$ cat config.mk
export PLATFORM = sky130hd
export DESIGN_NAME = slink_apb_target_flat
export DESIGN_NICKNAME = d
export VERILOG_FILES = /design/src/rtl/slink_apb_target_if.sv /design/src/rtl/slink_apb_target.sv /design/src/flat_wrapper.sv
export SDC_FILE = /design/constraint.sdc
export NUM_CORES = 1
export LEC_CHECK = 0
export ABC_AREA = 1
export BUFFER_PORTS_ARGS = -buffer_cell sky130_fd_sc_hd__buf_2
export CAP_MARGIN = 5
export CELL_PAD_IN_SITES_DETAIL_PLACEMENT = 1
export CELL_PAD_IN_SITES_GLOBAL_PLACEMENT = 1
export CORE_AREA = 2 2 223 181
export DETAILED_ROUTE_END_ITERATION = 10
export DIE_AREA = 0 0 225 183
export PLACE_DENSITY = 0.87
export SKIP_CTS_REPAIR_TIMING = 1
export SYNTH_ARGS = -nofsm -noshare
export SYNTH_HDL_FRONTEND = slang
export SYNTH_SLANG_ARGS = --single-unit
$ cat constraint.sdc
create_clock -name apb_clk -period 18.8 [get_ports apb_clk]
set_input_delay 2.82 -clock apb_clk [delete_from_list [all_inputs] [get_ports apb_clk]]
set_output_delay 2.82 -clock apb_clk [all_outputs]
set_load 0.02 [all_outputs]
$ cat src/rtl/slink_apb_target_if.sv
// APB bus bundle between the S-Link initiator and a register completer.
interface slink_apb_target_if #(
  parameter int ADDR_WIDTH = 8
);
  logic [ADDR_WIDTH-1:0] apb_paddr;
  logic                  apb_pwrite;
  logic                  apb_psel;
  logic                  apb_penable;
  logic [31:0]           apb_pwdata;
  logic [31:0]           apb_prdata;
  logic                  apb_pready;
  logic                  apb_pslverr;

  modport master (
    output apb_paddr, apb_pwrite, apb_psel, apb_penable, apb_pwdata,
    input  apb_prdata, apb_pready, apb_pslverr
  );

  modport slave (
    input  apb_paddr, apb_pwrite, apb_psel, apb_penable, apb_pwdata,
    output apb_prdata, apb_pready, apb_pslverr
  );
endinterface

$ cat src/rtl/slink_apb_target.sv
// APB completer: NUM_REGS RW words, a read-only status word and a sticky
// W1C event word with interrupt. Configurable wait states; error response
// for unmapped, misaligned and status-write accesses.
module slink_apb_target #(
  parameter int ADDR_WIDTH  = 8,
  parameter int NUM_REGS    = 8,
  parameter int WAIT_STATES = 0
) (
  input  logic                     apb_clk,
  input  logic                     apb_reset,
  slink_apb_target_if.slave        apb,
  input  logic [31:0]              status_in,
  input  logic [31:0]              event_in,
  output logic [NUM_REGS*32-1:0]   regs_out,
  output logic                     irq
);

  typedef enum logic {IDLE, ACCESS} state_t;

  localparam logic [2:0] WS = 3'(WAIT_STATES);

  state_t                      r_state, w_next;
  logic [31:0]                 r_idx;
  logic                        r_write;
  logic [31:0]                 r_wdata;
  logic                        r_err;
  logic [2:0]                  r_cnt;
  logic [31:0]                 r_prdata;
  logic [NUM_REGS-1:0][31:0]   r_regs;
  logic [31:0]                 r_ev;
  logic                        r_irq;

  logic [31:0] w_idx;
  logic        w_setup, w_acc, w_done, w_viol, w_err, w_commit;
  logic [31:0] w_rdata, w_clr, w_ev_nxt;

  // Word index of the presented address, widened so it compares cleanly
  // against the integer decode limits.
  assign w_idx   = 32'(apb.apb_paddr[ADDR_WIDTH-1:2]);
  assign w_setup = apb.apb_psel & ~apb.apb_penable;
  assign w_acc   = apb.apb_psel &  apb.apb_penable;
  assign w_done  = (r_state == ACCESS) & w_acc & (r_cnt == WS);
  // Access phase without a preceding setup: answer with an error, touch nothing.
  assign w_viol  = (r_state == IDLE) & w_acc;
  assign w_commit = w_done & r_write & ~r_err;

  // pready/pslverr are combinational so a zero-wait transfer takes two cycles;
  // held low while reset is asserted.
  assign apb.apb_pready  = ~apb_reset & (w_done | w_viol);
  assign apb.apb_pslverr = ~apb_reset & ((w_done & r_err) | w_viol);
  assign apb.apb_prdata  = r_prdata;
  assign regs_out        = r_regs;
  assign irq             = r_irq;

  // Decode the error flag and the read data for the transfer in setup.
  always_comb begin
    w_err   = (apb.apb_paddr[1:0] != 2'b00) ||
              (w_idx > NUM_REGS + 1) ||
              ((w_idx == NUM_REGS) && apb.apb_pwrite);
    w_rdata = '0;
    if (!w_err && !apb.apb_pwrite) begin
      if (w_idx < NUM_REGS) begin
        for (int i = 0; i < NUM_REGS; i++)
          if (w_idx == i) w_rdata = r_regs[i];
      end else if (w_idx == NUM_REGS) begin
        w_rdata = status_in;
      end else begin
        w_rdata = r_ev;
      end
    end
  end

  // Event word update: clear from a committed W1C write, new events win.
  always_comb begin
    w_clr    = (w_commit && (r_idx == NUM_REGS + 1)) ? r_wdata : '0;
    w_ev_nxt = (r_ev & ~w_clr) | event_in;
  end

  // Next-state logic: setup starts a transfer, psel drop aborts, pready ends it.
  always_comb begin
    w_next = r_state;
    case (r_state)
      IDLE:    if (w_setup) w_next = ACCESS;
      ACCESS:  if (!apb.apb_psel || w_done) w_next = IDLE;
      default: w_next = IDLE;
    endcase
  end

  // FSM state register.
  always_ff @(posedge apb_clk or posedge apb_reset) begin
    if (apb_reset) r_state <= IDLE;
    else           r_state <= w_next;
  end

  // Transfer capture at setup and wait-state counting during access.
  always_ff @(posedge apb_clk or posedge apb_reset) begin
    if (apb_reset) begin
      r_idx    <= '0;
      r_write  <= 1'b0;
      r_wdata  <= '0;
      r_err    <= 1'b0;
      r_cnt    <= '0;
      r_prdata <= '0;
    end else if (r_state == IDLE && w_setup) begin
      r_idx    <= w_idx;
      r_write  <= apb.apb_pwrite;
      r_wdata  <= apb.apb_pwdata;
      r_err    <= w_err;
      r_cnt    <= '0;
      r_prdata <= w_rdata;
    end else if (r_state == ACCESS && w_acc && r_cnt < WS) begin
      r_cnt    <= r_cnt + 3'd1;
    end
  end

  // RW registers commit on the completing edge.
  always_ff @(posedge apb_clk or posedge apb_reset) begin
    if (apb_reset) begin
      r_regs <= '0;
    end else begin
      for (int i = 0; i < NUM_REGS; i++)
        if (w_commit && r_idx == i) r_regs[i] <= r_wdata;
    end
  end

  // Sticky events and the registered interrupt.
  always_ff @(posedge apb_clk or posedge apb_reset) begin
    if (apb_reset) begin
      r_ev  <= '0;
      r_irq <= 1'b0;
    end else begin
      r_ev  <= w_ev_nxt;
      r_irq <= |w_ev_nxt;
    end
  end

endmodule
$ cat src/flat_wrapper.sv
// flat-port wrapper written by rule: the top's interface ports become plain ports
module slink_apb_target_flat 
#(
  parameter int ADDR_WIDTH  = 8,
  parameter int NUM_REGS    = 8,
  parameter int WAIT_STATES = 0
)
  (apb_clk, apb_reset, status_in, event_in, regs_out, irq, apb_apb_paddr, apb_apb_pwrite, apb_apb_psel, apb_apb_penable, apb_apb_pwdata, apb_apb_prdata, apb_apb_pready, apb_apb_pslverr);
  slink_apb_target_if #(.ADDR_WIDTH(ADDR_WIDTH)) apb_i ();
  input  logic apb_clk;
  input  logic apb_reset;
  input  logic [31:0] status_in;
  input  logic [31:0] event_in;
  output logic [NUM_REGS*32-1:0] regs_out;
  output logic irq;
  input wire logic [$bits(apb_i.apb_paddr)-1:0] apb_apb_paddr;
  input wire logic [$bits(apb_i.apb_pwrite)-1:0] apb_apb_pwrite;
  input wire logic [$bits(apb_i.apb_psel)-1:0] apb_apb_psel;
  input wire logic [$bits(apb_i.apb_penable)-1:0] apb_apb_penable;
  input wire logic [$bits(apb_i.apb_pwdata)-1:0] apb_apb_pwdata;
  output wire logic [$bits(apb_i.apb_prdata)-1:0] apb_apb_prdata;
  output wire logic [$bits(apb_i.apb_pready)-1:0] apb_apb_pready;
  output wire logic [$bits(apb_i.apb_pslverr)-1:0] apb_apb_pslverr;
  assign apb_i.apb_paddr = apb_apb_paddr;
  assign apb_i.apb_pwrite = apb_apb_pwrite;
  assign apb_i.apb_psel = apb_apb_psel;
  assign apb_i.apb_penable = apb_apb_penable;
  assign apb_i.apb_pwdata = apb_apb_pwdata;
  assign apb_apb_prdata = apb_i.apb_prdata;
  assign apb_apb_pready = apb_i.apb_pready;
  assign apb_apb_pslverr = apb_i.apb_pslverr;
  slink_apb_target #(.ADDR_WIDTH(ADDR_WIDTH), .NUM_REGS(NUM_REGS), .WAIT_STATES(WAIT_STATES)) u_core (.apb_clk(apb_clk), .apb_reset(apb_reset), .apb(apb_i), .status_in(status_in), .event_in(event_in), .regs_out(regs_out), .irq(irq));
endmodule
# --- Yosys cells after proc, flatten, opt, wreduce, memory -nomap -nowiden ---
# Index checks and enable logic that the tools add are counted.
op_classes:
  n_addsub: 1
  mul: 0
  div: 0
  n_lt_le_gt_ge: 3
  n_eq_ne: 16
  n_shift: 0
  mux: 17
  bitwise: 19
  reduce_logical: 26
op_table:
  columns: ["cell", "n"]
  rows:
  - ["$mux 32", 12]
  - ["$logic_not 32->1", 2]
  - ["$eq 6x3->1 const B", 8]
  - ["$and 32x32->32", 1]
  - ["$not 32->32", 1]
  - ["$or 32x32->32", 1]
  - ["$reduce_or 32->1", 1]
  - ["$eq 6x2->1 const B", 4]
  - ["$logic_and 1x1->1", 14]
  - ["$eq 6x1->1 const B", 2]
  - ["$eq 6x4->1 const B", 2]
  - ["$and 1x1->1", 10]
  - ["$gt 6x4->1 const B", 1]
  - ["$lt 6x4->1 const B", 1]
  - ["$mux 3", 2]
  - ["$not 1->1", 4]
  - ["$reduce_bool 2->1", 2]
  - ["$add 3x1->3 const B", 1]
  - ["$logic_not 1->1", 3]
  - ["$logic_not 3->1", 1]
  - ["$logic_or 1x1->1", 3]
  - ["$lt 3x1->1 const B", 1]
  - ["$mux 1", 2]
  - ["$or 1x1->1", 2]
  - ["$pmux 1 s2", 1]
totals:
  reg_bits: 365
  latch_bits: 0
  ramBits: 0
  mem_bits_ro: 0
  inputBits: 109
  output_inout_bits: 291
  word_cells: 99
  n_memories: 0

# --- Longest topological paths before layout ---
# Gate-level depths: netlist (run 1).
logic_depth:
  depth_word: 11
  depth_mapped: 12
  ltp_nobuf: 11

# --- Worst setup path after synthesis (run 1) ---
# Ideal clock, no wire load.
synth_path:
  kind: "input -> output"
  from: "in apb_apb_psel"
  to: "out apb_apb_pslverr"
  arrival_ps: 3459
  t_required_ps: 15980
  path_slack_ps: 12521
  stages: 3
  n_path_buf: 0
  path_cell_list: "nand2_1 nor2_1 and2_1"
synth_between:
  elab_chain_cells: 6
  elab_cells_between_ends: 7
  cone_classes: "7 x bitwise"
synth_rtl:
  columns: ["item", "line", "text"]
  rows:
  - ["start, declared", "flat_wrapper.sv:18", "input wire logic [$bits(apb_i.apb_psel)-1:0] apb_apb_psel;"]
  - ["$and 1x1->1 *", "slink_apb_target.sv:41", "assign w_acc = apb.apb_psel & apb.apb_penable;"]
  - ["$and 1x1->1 (2 in a row)", "slink_apb_target.sv:42", "assign w_done = (r_state == ACCESS) & w_acc & (r_cnt == WS);"]
  - ["$and 1x1->1", "slink_apb_target.sv:50", "assign apb.apb_pslverr = ~apb_reset & ((w_done & r_err) | w_viol);"]
  - ["$or 1x1->1 *", "slink_apb_target.sv:50", null]
  - ["$and 1x1->1 *", "slink_apb_target.sv:50", null]
  - ["end, declared", "flat_wrapper.sv:23", "output wire logic [$bits(apb_i.apb_pslverr)-1:0] apb_apb_pslverr;"]
# Every way passes the cells marked *; elsewhere a longest branch is shown, timed or not.

# --- Final worst setup path (run 1) ---
layout_path:
  from: "in apb_apb_penable"
  to: "out apb_apb_pslverr"
layout_between:
  elab_chain_cells: 6
  elab_cells_between_ends: 7
  cone_classes: "7 x bitwise"
layout_rtl:
  columns: ["item", "line", "text"]
  rows:
  - ["start, declared", "flat_wrapper.sv:19", "input wire logic [$bits(apb_i.apb_penable)-1:0] apb_apb_penable;"]
  - ["$and 1x1->1 *", "slink_apb_target.sv:41", null]
  - ["$and 1x1->1 (2 in a row)", "slink_apb_target.sv:42", null]
  - ["$and 1x1->1", "slink_apb_target.sv:50", null]
  - ["$or 1x1->1 *", "slink_apb_target.sv:50", null]
  - ["$and 1x1->1 *", "slink_apb_target.sv:50", null]
# Marks and branches as above.

==> flow_metrics.env, run 1 <==
export IMPL_status="complete, no violations"
export IMPL_yosys_area_top_type="dfrtp_1"
export IMPL_cp_start_kind="input port"
export IMPL_timing_rr_end="u_core.apb.apb_prdata[22]"
export IMPL_synthesis_nets=2132
export IMPL_r2r_start="u_core.r_state"
export IMPL_vdd_drop_max_v=0.00006321
export IMPL_syn_inst=2023
export IMPL_cp_end_kind="output port"
export IMPL_avgSynthCellArea_sq_um=8.004
export IMPL_crit_slowest_cell="buf_2"
export IMPL_io_buffers=399
export IMPL_min_path_type="reg -> reg"
export IMPL_hold_violations=0
export IMPL_synth_cell_type_count=27
export IMPL_synth_flop_cell="dfrtp_1"
export IMPL_critPathKind="in -> out"
export IMPL_post_route_period_util_pct=32.95
export IMPL_cap_violations=0
export IMPL_yosys_warnings=0
export IMPL_num_rows=65
export IMPL_gp_congestion=0.9375
export IMPL_cts_buffer_depth=3
export IMPL_cts_sinks=362
export IMPL_setup_viol=0
export IMPL_coreArea_sq_mm=0.03896
export IMPL_final_max_slew_viol_count=0
export IMPL_netlist_area_leader_share_pct=55.95
export IMPL_worst_slew_pin_slew_ns=1.173
export IMPL_synth_top_cells_by_count="nand2_1 (797), dfrtp_1 (362), o21ai_0 (240)"
export IMPL_hold_end="u_core.apb.apb_prdata[13]"
export IMPL_synth_edf_count=0
export IMPL_grt_pass1_vias=16800
export IMPL_cts_clk_slew_worst_paths_ns=0.06
export IMPL_total_power_mw=1.825
export IMPL_synth_yosys_seq_area_share_pct=55.95
export IMPL_synth_async_reset_ratio_pct=100.0
export IMPL_register_area_sq_mm=0.009059
export IMPL_worstPathCellList="buf_2, nand2_1, nor2_1, and2_1, buf_2"
export IMPL_hold_start="u_core.apb.apb_prdata[13]"
export IMPL_root_buffer="clkbuf_16"
export IMPL_relSlewSlack_pct=21.60
export IMPL_dp_hpwl_mm=46.36
export IMPL_grt_first_pass_wirelength_mm=102.3
export IMPL_tns_ns=0
export IMPL_crit_fanout=4
export IMPL_cts_tree="done"
export IMPL_required_ns=15.98
export IMPL_holdPathStages=2
export IMPL_power_density_mw_per_mm2=91.02
export IMPL_die_h_microns=183
export IMPL_clk_latency_ns=0.56
export IMPL_ys_seq_elements=362
export IMPL_crit_arrival_ns=3.37
export IMPL_nNetsFinal=2487
export IMPL_grt_max_degree=166
export IMPL_period_needed_ns=6.194
export IMPL_antenna_found_initial=15
export IMPL_wirelength_mm=68.54
export IMPL_viasPerCell=5.533
export IMPL_die_area_sq_mm=0.04118
export IMPL_dr_first_iter_drc_count=1340
export IMPL_p_leak_nw=10.30
export IMPL_layout_drive_gt1_share_pct=21.49
export IMPL_cts_made_buffers=40
export IMPL_skew_ns=0.02155
export IMPL_ant_nets=0
export IMPL_gr_total_overflow=0
export IMPL_firstDrtPassIters=5
export IMPL_pin_count=400
export IMPL_wire_per_inst_microns=23.47
export IMPL_grt_use_total_pct=33.17
export IMPL_syn_area_sq_mm=0.01619
export IMPL_htree_levels=2
export IMPL_crit_top_cell="buf_2"
export IMPL_die_w_microns=225
export IMPL_drc=0
export IMPL_synth_area_top_cells="dfrtp_1 (56%), nand2_1 (18%), o21ai_0 (7.4%)"
export IMPL_critPathMaxStageDelay_ns=0.15
export IMPL_vias=16160
export IMPL_start_util_pct=41.56
export IMPL_synth_most_common_cell="nand2_1"
export IMPL_rsz0062_at_grt="no"
export IMPL_fillers=4781
export IMPL_fmax_mhz=161.4
export IMPL_syn_to_final_growth_pct=23.85
export IMPL_ff2ff_setup_slack_ns=15.43
export IMPL_multi_input_area_sq_mm=0.006107
export IMPL_rr_worst_depth=9
==> sequential cells by signal, indices dropped and copies added (netlist names) <==
name,flops
u_core.r_state,1
u_core.r_err,1
u_core.r_write,1
u_core.r_wdata,32
u_core.r_ev,32
u_core.irq,1
u_core.r_idx,6
u_core.regs_out,256
u_core.apb.apb_prdata,32
==> placed cells by master, fill, tap and decap left out <==
cell	n
a21oi_1	33
and2_1	1
buf_12	1
buf_2	399
buf_4	19
bufinv_16	4
clkbuf_1	4
clkbuf_16	41
clkbuf_8	12
clkinv_1	17
clkinv_2	7
dfrtp_1	362
diode_2	12
inv_1	155
inv_16	1
inv_2	6
inv_6	1
inv_8	1
nand2_1	795
nand2_2	3
nand3_1	70
nand3_2	2
nand3_4	1
nand3b_1	27
nand4_1	38
nand4_2	1
nand4_4	4
nor2_1	82
nor2_2	2
nor2_4	8
nor3_1	2
nor3_2	2
nor3_4	1
nor3b_1	4
nor4_4	1
o21a_1	1
o21ai_0	240
o21ai_1	58
==> worst max-delay path, delay by kind of cell <==
family	cells	cell delay [ns]
AND/OR/NAND/NOR	3	0.28
buffers and inverters	2	0.27
==> per-stage QoR <==
stage | cell area (sq um) | cells | setup slack, ns | hold slack (ns) | utilization [%]
final | 20050 | 2920 | 12.61 | 0.4777 | 51.48
after global routing | 20050 | 2920 | 12.56 | 0.5053 | 51.48
after CTS | 20020 | 2908 | 12.61 | 0.4775 | 51.40
after detailed placement | 18630 | 2838 | 12.61 | 0.4612 | 47.83
after global placement | 18630 | 2838 | 12.61 | 0.4573 | 47.83
after floorplan | 16190 | 2023 | 5.933 | 0.4527 | -
==> worst max path at each step <==
stage                    start                       end  slack, ns  cells after the start
2_1_floorplan        apb_reset  u_core.apb.apb_prdata[0]       5.93                      1
3_3_place_gp   apb_apb_penable           apb_apb_pslverr      12.61                      5
3_5_place_dp   apb_apb_penable           apb_apb_pslverr      12.61                      5
4_1_cts        apb_apb_penable           apb_apb_pslverr      12.61                      5
5_1_grt        apb_apb_penable           apb_apb_pslverr      12.56                      5
6_report       apb_apb_penable           apb_apb_pslverr      12.61                      5
==> where the power goes <==
part / internal [mW] / switching [mW] / total [mW] / leakage, nW
Sequential: 0.805 / 0.0207 / 0.826 / 4.81
Clock: 0.502 / 0.340 / 0.842 / 0.695
Combinational: 0.0339 / 0.123 / 0.157 / 4.80
Total: 1.34 / 0.484 / 1.83 / 10.3
==> area by class of cell <==
class                           instances  share of cell area (%)
Multi-Input combinational cell       1376                   30.45
Sequential cell                       362                   45.17
Tap cell                              502                   3.132
Timing Repair Buffer                  419                   10.77
Clock inverter                         13                  0.9172
Clock buffer                           57                   6.015
Antenna cell                           12                  0.1497
Inverter                              179                   3.388
==> routing by layer <==
layer  global-route usage [%]  wire length [microns]
met1                    44.50                  29100
met2                    50.84                  30320
met3                    7.994                   5756
met4                    15.66                   3335
met5                        0                     32
==> kinds of logic (layout without fill, tap and decap cells) <==
kind of cell,Yosys count,in the layout,synth area share (%)
buffers and inverters,285,668,6.947
AOI/OAI and AO/OA,332,332,10.28
and+or+nand+nor,1044,1044,26.83
other,0,12,0
DFF,362,362,55.95
Power figures use the tool's default switching activity.
==> run 2: changes to the inputs <==
CORE_AREA = 2 2 231 188   (was 2 2 223 181)
DIE_AREA = 0 0 233 190   (was 0 0 225 183)
PLACE_DENSITY = 0.82   (was 0.87)
clock period = 6.09 ns   (was 18.8 ns; I/O delays follow)
==> run 2 against run 1 <==
Clock-buffer cell count grew 1. Cell area shrank 0.62%. Flip-flop and latch count is the same. Critical endpoint is now u_core.regs_out[138]. Total power grew to 3.0 times the previous value. Die area grew 7.5%. Largest cell class unchanged. Clock skew grew 0.0088 ns. Critical path depth is the same. Global-route usage shrank 3.0 points. Final cell count grew 1.7%.
==> flow_metrics.env, run 2 (same netlist as run 1, synthesis figures left out) <==
export IMPL_viasPerCell=5.352
export IMPL_period_needed_ns=3.090
export IMPL_nNetsFinal=2479
export IMPL_layout_common_cells="nand2_1 (794), buf_2 (399), dfrtp_1 (362), o21ai_0 (240), inv_1 (153)"
export IMPL_crit_arrival_ns=3.52
export IMPL_cts_made_buffers=40
export IMPL_cp_end_kind="register"
export IMPL_p_leak_nw=10.18
export IMPL_final_max_slew_viol_count=0
export IMPL_power_density_mw_per_mm2=270.6
export IMPL_cap_violations=0
export IMPL_critPathMaxStageDelay_ns=1.00
export IMPL_dr_first_iter_drc_count=1218
export IMPL_htree_levels=2
export IMPL_root_buffer="clkbuf_16"
export IMPL_cts_sinks=362
export IMPL_grt_max_degree=153
export IMPL_vias=15900
export IMPL_hold_violations=0
export IMPL_pin_count=400
export IMPL_gp_congestion=0.8750
export IMPL_wirelength_mm=67.80
export IMPL_syn_to_final_growth_pct=23.07
export IMPL_gr_total_overflow=0
export IMPL_min_path_type="reg -> reg"
export IMPL_grt_first_pass_wirelength_mm=99.93
export IMPL_antenna_found_initial=12
export IMPL_drc=0
export IMPL_vdd_drop_max_v=0.0002246
export IMPL_firstDrtPassIters=5
export IMPL_cts_tree="done"
export IMPL_grt_busiest_layer="met2"
export IMPL_gr_usage_met3_pct=7.404
export IMPL_fillers=5279
export IMPL_wire_per_inst_microns=22.82
export IMPL_skew_ns=0.03039
export IMPL_largest_reg_flops=256
export IMPL_setup_viol=0
export IMPL_cts_buffer_depth=3
export IMPL_post_route_period_util_pct=50.74
export IMPL_die_area_sq_mm=0.04427
export IMPL_layout_drive_gt1_share_pct=21.09
export IMPL_coreArea_sq_mm=0.04229
export IMPL_rsz0062_at_grt="no"
export IMPL_grt_use_total_pct=30.20
export IMPL_critPathKind="in -> reg"
export IMPL_cp_start_kind="input port"
export IMPL_clk_latency_ns=0.55
export IMPL_worst_slew_pin_slew_ns=1.285
export IMPL_crit_slowest_cell="nand4_4"
export IMPL_die_h_microns=190
export IMPL_cts_clk_slew_worst_paths_ns=0.06
export IMPL_die_w_microns=233
export IMPL_use_met2_pct=45.16
export IMPL_whs_ns=0.4758
export IMPL_crit_fanout=64
export IMPL_io_buffers=399
export IMPL_relSlewSlack_pct=14.15
export IMPL_dp_hpwl_mm=46.39
export IMPL_layout_commonest_cell="nand2_1"
export IMPL_grt_pass1_vias=15940
export IMPL_worstPathCellList="buf_2, nand3_1, nor2_4, nand4_4, o21ai_0"
export IMPL_fmax_mhz=323.6
export IMPL_ant_nets=0
export IMPL_num_rows=68
export IMPL_use_met1_pct=42.05
export IMPL_status="complete, no violations"
export IMPL_tns_ns=0
export IMPL_start_util_pct=38.29
export IMPL_required_ns=6.52
-- run 2: cell types whose count changed in the layout (fill, tap and decap cells not counted), moves of 2 or more --
cell       before  now
clkinv_2        7   10
buf_4          19   10
clkbuf_1        4   12
inv_2           6    9
clkbuf_8       12    6
bufinv_16       4    1
inv_1         155  153
-- run 2: worst paths after layout --
check / from / to / slack [ns] / depth (start not counted)
setup / recovery: apb_apb_penable / u_core.regs_out[138] / 3.00 / 5
hold / removal: u_core.apb.apb_prdata[2] / u_core.apb.apb_prdata[2] / 0.48 / 2
setup reg to reg: u_core.r_err / u_core.regs_out[138] / 3.08 / 5
hold reg to reg: u_core.apb.apb_prdata[2] / u_core.apb.apb_prdata[2] / 0.48 / 2
max in group asynchronous: apb_reset / u_core.regs_out[172] / 4.21 / 3
min in group asynchronous: apb_reset / u_core.regs_out[221] / 0.52 / 2
-- run 2: cell type report --
| type | count | area (sq um) | area share (%) |
|---|---|---|---|
| inverter | 179 | 675.6 | 3.390 |
| clock buffer | 58 | 1129 | 5.663 |
| tap | 560 | 700.7 | 3.516 |
| clock inverter | 13 | 105.1 | 0.5274 |
| timing repair buffer | 411 | 2112 | 10.60 |
| antenna | 12 | 30.03 | 0.1507 |
| multi-input combinational | 1376 | 6117 | 30.70 |
| sequential | 362 | 9059 | 45.46 |
-- run 2: through the flow --
stage / utilization (%) / setup WS, ns / area [sq um] / total power [mW] / instances
after floorplan: - / 0.3222 / 16200 / 2.823 / 2023
after global placement: 44.14 / 2.620 / 18660 / 3.051 / 2888
after detailed placement: 44.14 / 2.411 / 18660 / 3.069 / 2888
after CTS: 47.06 / 2.979 / 19900 / 5.424 / 2959
after global routing: 47.11 / 2.829 / 19920 / 5.574 / 2968
final: 47.13 / 3.000 / 19930 / 5.393 / 2971
-- run 2: where the power goes --
| part | internal, mW | total (mW) | leakage, nW | switching [mW] |
|---|---|---|---|---|
| combinational | 0.105 | 0.482 | 4.75 | 0.377 |
| sequential | 2.49 | 2.55 | 4.81 | 0.0654 |
| clock | 1.33 | 2.36 | 0.615 | 1.03 |
| total | 3.92 | 5.39 | 10.2 | 1.47 |
-- run 2: metal layers --
| metal | share of wire [%] | vias up |
|---|---|---|
| li1 | - | 7118 |
| met1 | 43 | 8022 |
| met2 | 44 | 616 |
| met3 | 8.5 | 144 |
| met4 | 3.9 | 0 |
| met5 | 0 | - |
-- run 2: critical path, delay by kind of cell --
family	cells	cell delay [ns]
AND/OR/NAND/NOR	3	1.80
AO/OA/AOI/OAI	1	0.54
buffers and inverters	1	0.12
